`src/rtl/operand_fetch.sv`:
```
// operand_fetch: decode/operand-fetch stage with a busy scoreboard, writeback bypass
// and a registered valid/ready operand bundle toward EX.
module operand_fetch #(
  parameter int XLEN   = 32,
  parameter int REG_AW = 5
) (
  input  logic              clk,
  input  logic              reset,
  input  logic              in_valid,
  output logic              in_ready,
  input  logic [31:0]       in_instr,
  input  logic [XLEN-1:0]   in_pc,
  output logic [REG_AW-1:0] rs1,
  output logic [REG_AW-1:0] rs2,
  input  logic [XLEN-1:0]   rd1,
  input  logic [XLEN-1:0]   rd2,
  input  logic              wb_write,
  input  logic [REG_AW-1:0] wb_rw,
  input  logic [XLEN-1:0]   wb_rwd,
  input  logic              sq_valid,
  input  logic [REG_AW-1:0] sq_rd,
  input  logic              flush,
  output logic              ex_valid,
  input  logic              ex_ready,
  output logic [XLEN-1:0]   ex_pc,
  output logic [31:0]       ex_instr,
  output logic [XLEN-1:0]   ex_op1,
  output logic [XLEN-1:0]   ex_op2,
  output logic [REG_AW-1:0] ex_rd,
  output logic              ex_we
);
  localparam logic [6:0] LUI = 7'b0110111, AUIPC = 7'b0010111, JAL = 7'b1101111;
  localparam logic [6:0] OP = 7'b0110011, STORE = 7'b0100011, BRANCH = 7'b1100011;
  logic [2**REG_AW-1:0] busy, busy_n;
  logic [6:0]           opc;
  logic [REG_AW-1:0]    rd;
  logic                 use1, use2, we, hit1, hit2, hitd, stall, cap;
  logic [XLEN-1:0]      op1, op2;
  assign opc  = in_instr[6:0];
  assign rd   = in_instr[7 +: REG_AW];
  assign rs1  = in_instr[15 +: REG_AW];
  assign rs2  = in_instr[20 +: REG_AW];
  assign use1 = !(opc == LUI || opc == AUIPC || opc == JAL);
  assign use2 = opc == OP || opc == STORE || opc == BRANCH;
  assign we   = !(opc == STORE || opc == BRANCH) && rd != '0;
  assign hit1 = wb_write && wb_rw == rs1;
  assign hit2 = wb_write && wb_rw == rs2;
  assign hitd = wb_write && wb_rw == rd;
  // busy[0] is held at zero, so x0 never needs an explicit ready term
  assign stall = in_valid && ((use1 && busy[rs1] && !hit1) ||
                              (use2 && busy[rs2] && !hit2) ||
                              (we && busy[rd] && !hitd));
  assign in_ready = reset && !flush && !stall && (!ex_valid || ex_ready);
  assign cap = in_valid && in_ready;
  assign op1 = rs1 == '0 ? '0 : hit1 ? wb_rwd : rd1;
  assign op2 = rs2 == '0 ? '0 : hit2 ? wb_rwd : rd2;
  // clears first, then the capture's set so a same-register set wins
  always_comb begin
    busy_n = busy;
    if (wb_write) busy_n[wb_rw] = 1'b0;
    if (sq_valid) busy_n[sq_rd] = 1'b0;
    if (flush && ex_valid && ex_we) busy_n[ex_rd] = 1'b0;
    if (cap && we) busy_n[rd] = 1'b1;
    busy_n[0] = 1'b0;
  end
  always_ff @(posedge clk) begin
    if (!reset) begin
      busy     <= '0;
      ex_valid <= 1'b0;
      ex_pc    <= '0;
      ex_instr <= '0;
      ex_op1   <= '0;
      ex_op2   <= '0;
      ex_rd    <= '0;
      ex_we    <= 1'b0;
    end else begin
      busy <= busy_n;
      if (cap) begin
        ex_valid <= 1'b1;
        ex_pc    <= in_pc;
        ex_instr <= in_instr;
        ex_op1   <= op1;
        ex_op2   <= op2;
        ex_rd    <= rd;
        ex_we    <= we;
      end else if (flush || ex_ready) begin
        ex_valid <= 1'b0;
      end
    end
  end
endmodule
```
`config.mk`:
```
export PLATFORM = sky130hd
export DESIGN_NAME = operand_fetch
export DESIGN_NICKNAME = d
export VERILOG_FILES = /design/src/rtl/operand_fetch.sv
export SDC_FILE = /design/constraint.sdc
export NUM_CORES = 1
export LEC_CHECK = 0
export ABC_AREA = 1
export CORE_ASPECT_RATIO = 1.4
export CORE_MARGIN = 2
export CORE_UTILIZATION = 50
export DETAILED_ROUTE_END_ITERATION = 6
export PLACE_DENSITY = 0.87
export REMOVE_ABC_BUFFERS = 1
export SYNTH_ARGS = -nofsm -noshare
export SYNTH_HDL_FRONTEND = slang
export SYNTH_SLANG_ARGS = --single-unit
```
`constraint.sdc`:
```
create_clock -name clk -period 3.58 [get_ports clk]
set_input_delay 0.537 -clock clk [delete_from_list [all_inputs] [get_ports clk]]
set_output_delay 0.537 -clock clk [all_outputs]
set_load 0.005 [all_outputs]
```
## Word-level counts from Yosys, hierarchy flattened

Index checks and enable logic that the tools add are counted.

- Register bits after elaboration: 167
- Logic and storage cells: 102
- Input bits: 177
- Bits in latches: 0
- Bits in writable memories: 0
- Memories kept: 0
- ROM bits: 0
- Output and inout bits: 146

- $mul: 0
- Order comparisons: 10
- Div/mod/pow operators: 0
- Equality and inequality tests: 9
- Shift-type cells: 0
- Mux-type cells: 24
- Bitwise logic cells: 7
- Reduce and logical (&&, ||, !) cells: 43
- Add/sub/neg operators: 0

Operator list:

| kind | number |
|---|---|
| $mux 32 | 8 |
| $and 32x32->32 | 3 |
| $not 32->32 | 3 |
| $lt 5x6->1 const B | 6 |
| $or 32x32->32 | 1 |
| $logic_and 1x1->1 | 22 |
| $eq 7x6->1 const B | 3 |
| $demux 1 s5 | 4 |
| $ge 5x1->1 const B | 4 |
| $bmux 1 s5 | 3 |
| $eq 5x5->1 | 3 |
| $eq 7x7->1 const B | 2 |
| $logic_not 5->1 | 2 |
| $logic_or 1x1->1 | 9 |
| $mux 1 | 9 |
| $logic_not 1->1 | 8 |
| $eq 7x5->1 const B | 1 |
| $reduce_bool 5->1 | 1 |
| $reduce_bool 2->1 | 1 |

## Logic depth before layout (Yosys ltp)

- Depth after elaboration: 15
- Gate-level depth with buffers: 19
- Gate-level depth less buffers: 15

## Least setup slack after synthesis

No wires, ideal clock.

- Path kind: input-to-reg
- Start point: in wb_rw[3]
- End point: reg ex_instr[0]
- Cell stages on the path: 14
- Slack: 1.252 ns
- Required time: 3.464 ns
- Arrival: 2.212 ns
- Library setup time: 0.116 ns
- Buffers on the path: 3
- Cells stage by stage: buf_4 -> or2_1 -> a21oi_2 -> nand3_2 -> nand2_1 -> inv_1 -> nand3_1 -> nand3_2 -> nor3_4 -> inv_2 -> buf_6 -> buf_2 -> nor2_1 -> nor2_1

- Cells in the longest elaborated chain, start to end: 11
- Elaborated cells on any way between the ends: 19
- Classes of those cells: eq/ne: 3; reduce/logical: 16

RTL lines:

| what | line | text |
|---|---|---|
| start, declared | 18 | `input logic [REG_AW-1:0] wb_rw,` |
| $eq 5x5->1, on equally long branches | 46, 47 |  |
| $logic_and 1x1->1, on equally long branches | 46, 47 |  |
| $logic_not 1->1, on equally long branches | 50, 51 |  |
| $logic_and 1x1->1, on equally long branches | 50, 51 |  |
| $logic_or 1x1->1 | 50 | `assign stall = in_valid && ((use1 && busy[rs1] && !hit1) \|\|` |
| $logic_or 1x1->1 (*) | 51 | `(use2 && busy[rs2] && !hit2) \|\|` |
| $logic_and 1x1->1 (*) | 50 |  |
| $logic_not 1->1 (*) | 53 | `assign in_ready = reset && !flush && !stall && (!ex_valid \|\| ex_ready);` |
| $logic_and 1x1->1 (*) (2 in a row) | 53 |  |
| $logic_and 1x1->1 (*) | 54 | `assign cap = in_valid && in_ready;` |
| end signal, assigned | 81 | `ex_instr <= in_instr;` |
| end, declared | 26 | `output logic [31:0] ex_instr,` |

Mark *: on every way between the ends. The rest lies on a longest branch, timed or not.
A chain may end at the register's enable or synchronous reset.

## Worst setup path in the final report

- Start point: in wb_rw[2]
- End point: out in_ready

- Cells in the longest elaborated chain, start to end: 10
- Elaborated cells on any way between the ends: 18
- Classes of those cells: eq/ne: 3; reduce/logical: 15

RTL lines:

| what | line | text |
|---|---|---|
| $eq 5x5->1, on equally long branches | 46, 47 |  |
| $logic_and 1x1->1, on equally long branches | 46, 47 |  |
| $logic_not 1->1, on equally long branches | 50, 51 |  |
| $logic_and 1x1->1, on equally long branches | 50, 51 |  |
| $logic_or 1x1->1 | 50 |  |
| $logic_or 1x1->1 (*) | 51 |  |
| $logic_and 1x1->1 (*) | 50 |  |
| $logic_not 1->1 (*) | 53 |  |
| $logic_and 1x1->1 (*) (2 in a row) | 53 |  |
| end, declared | 10 | `output logic in_ready,` |

Marked as above.

==> summary.txt <==
Post-CTS resize count = 0
Final Cell Area = 13010 µm²
P&R area growth vs syn = 42.42%
Startpoint Class = primary input
Layout cells sized above 1 = 0.07059
Unique masters post-synth = 29
H-tree levels = 4
Final wirelength = 40.24 mm
Finish-stage setup viols = 0
#FFs+latches synth = 161
Worst-path clk slew = 70 ps
CP max-delay cell = clkdlybuf4s50_1
CTS buffer count = 17
Post-Route Utilization = 0.7260
Final worst path period share = 0.9642
FMAX = 289.7 MHz
Total gr overflow = 0
Die W = 118.3 µm
Drt initial violations = 895
Max FO, Critical Path = 8
Vias in the first global route = 10870
Mapped cell area = 9138 µm²
Worst EP required = 3040 ps
Max incr delay on CP = 610 ps
Initial core utilization = 0.5098
Worst path cell trace = clkdlybuf4s50_1 -> inv_2 -> nor2_1 -> nor3_1 -> nand3_2 -> nand2_1 -> inv_1 -> nand3_1 -> nand3_2 -> a21oi_1 -> clkdlybuf4s50_1
Worst setup EP type = output port
Critical path startpoint = wb_rw[2]
CP Class = primary input to output port
Fill count = 1444
Crit path to = in_ready
# DRC = 0
Total chip power = 4.669 mW
Minimum clock period = 3452 ps
First-pass GRT wire length = 60.41 mm
Core ar. = 17920 µm²
Total leakage power = 5.168 nW
DR vias/cell = 5.728
RSZ-0062 raised after global routing = false
Warnings from Yosys = 0
Largest net degree at the start of global routing = 111
Reg-to-Reg End = busy[9]
Post-route ant nets = 0
Final hold vios = 0
CTS tree = built
Routed vias = 11150
Global-route usage over all layers = 0.4033
Skew-Pair Late Insertion Delay = 440 ps
WP data arrival = 2910 ps
Routability-driven placement congestion ratio = 1.079
Buffers on Ports = 322
Site Rows = 58
Fin nets = 1864
Die H = 164.0 µm
Final Skew = 13.89 ps
Worst reg2reg path depth = 15
Ports = 323
Post-CTS Setup Bufs = 0
Max Cap Viol = 0
Outcome = finished, final reports clean
Die ar. = 19390 µm²
Final Max Tran Viols = 0
Root cell of the clock tree = clkbuf_16
Max IR drop VDD = 0.0003278 V
Worst-Margin Slew = 1088 ps
Avg Inst Size Synth = 6.485 µm²
Reg2reg start = busy[7]
Gate count after technology mapping = 1409
Post-synthesis sequential area ratio = 0.3527
DP Wirelength = 29.45 mm
Maximum clock insertion buffer count = 2
R2R setup slack = 1220 ps
Placed Area = 12380 µm²
Pre-antenna DRT Iters = 7
Relative slew slack = 0.2747
CTS Sinks = 161
Hold Crit Depth = 2
Hold Path Class = flop to flop
Cell Pwr Density = 358.8 nW/µm²
Hold buffer count at CTS = 0
WL per Instance = 20.67 µm
Initial antenna violation count = 4
[how the worst min path moves through the flow]
stage	slack, ps	end	startpoint
2_1_floorplan	440	ex_op1[31]	ex_op1[31]
6_report	440	ex_op2[3]	ex_op2[3]
4_1_cts	440	ex_op2[3]	ex_op2[3]
3_5_place_dp	430	ex_op2[1]	ex_op2[1]
5_1_grt	470	ex_op2[1]	ex_op2[1]
3_3_place_gp	430	ex_op2[16]	ex_op2[16]
[sequential cells by signal, indices dropped and copies added (netlist names)]
name and count:
ex_op2 32, busy 31, ex_instr 32, ex_we 1
ex_op1 32, ex_pc 32, ex_valid 1
[power breakdown]
part	switching, mW	internal, mW
logic	0.429	0.432
registers	0.0428	1.86
clock network	0.898	1.01
[per-layer routing]
metal  wire (µm)  vias to the layer above  global-route usage
li1            -                     5150                   -
met1       14110                     5148              0.4475
met2       19140                      691              0.6779
met3        3943                      164              0.1010
met4        3045                        0              0.2809
met5           0                        -                   0
[synthesized netlist by cell type]
library cell | instances | share of area
a21boi_0 | 7 | 0.0058
nor3_4 | 1 | 0.0018
o22ai_1 | 6 | 0.0041
inv_1 | 138 | 0.057
a21oi_2 | 36 | 0.035
o211ai_1 | 44 | 0.036
buf_1 | 8 | 0.0033
or2_1 | 1 | 0.00069
clkinv_1 | 2 | 0.00082
buf_4 | 25 | 0.021
nor3_1 | 27 | 0.015
nor2_1 | 190 | 0.078
xor2_1 | 1 | 0.00096
nand3_2 | 3 | 0.0033
buf_6 | 11 | 0.014
o2111ai_1 | 1 | 0.00096
o221ai_1 | 26 | 0.025
o31ai_1 | 1 | 0.00082
o21ai_1 | 4 | 0.0022
nand3_1 | 87 | 0.048
nand2_1 | 342 | 0.14
dfxtp_1 | 161 | 0.35
nand4_1 | 1 | 0.00069
clkbuf_1 | 32 | 0.013
inv_2 | 11 | 0.0045
a21oi_1 | 115 | 0.063
o21ai_0 | 91 | 0.050
o21a_1 | 14 | 0.012
buf_2 | 23 | 0.013
[metrics by stage]
stage / hold WS [ps] / cells / setup TNS, ps / worst slack (ps)
after floorplan: 437.2 / 1310 / -420700 / -2999
after global placement: 426.9 / 1908 / 0 / 213.8
after detailed placement: 431.8 / 1908 / 0 / 187.7
after CTS: 442.7 / 1940 / 0 / 175.9
after global routing: 470.9 / 1944 / 0 / 51.00
final: 442.4 / 1947 / 0 / 128.2
[cells by family after synthesis]
group | share of synthesized area
buffers and inverters | 0.1252
AO/OA/AOI/OAI | 0.2337
AND/OR/NAND/NOR | 0.2874
XOR/XNOR | 0.0009587
flip-flops | 0.3527
[layout make-up]
| type | count | area (µm²) | area share |
|---|---|---|---|
| clock inverters | 15 | 191.4 | 0.01471 |
| multi-input cells | 998 | 4771 | 0.3666 |
| clock buffers | 17 | 425.4 | 0.03269 |
| flip-flops and latches | 161 | 3223 | 0.2477 |
| repair buffers | 358 | 3516 | 0.2702 |
| well taps | 240 | 300.3 | 0.02307 |
| inverters | 151 | 569.3 | 0.04375 |
| diodes | 7 | 17.52 | 0.001346 |
[placed cells by master (no fill, tap or decap), types with 2 or more instances in the layout]
cell,n
buf_12,2
clkinv_1,2
a21oi_1,115
o21ai_1,4
nor3_1,27
inv_2,10
inv_6,6
o221ai_1,26
buf_4,35
nand2_1,342
clkbuf_16,17
dfxtp_1,161
o211ai_1,44
o21a_1,14
a21boi_0,7
nand3_2,3
clkinv_8,5
diode_2,7
a21oi_2,36
nor2_1,190
o21ai_0,91
nand3_1,87
o22ai_1,6
clkdlybuf4s50_1,321
inv_1,138
[critical path, delay by kind of cell]
family	cells	cell delay, ps
simple gates	6	770
compound gates	1	150
buf+inv	4	1460
Note: power is estimated with default switching activity, not from simulation.
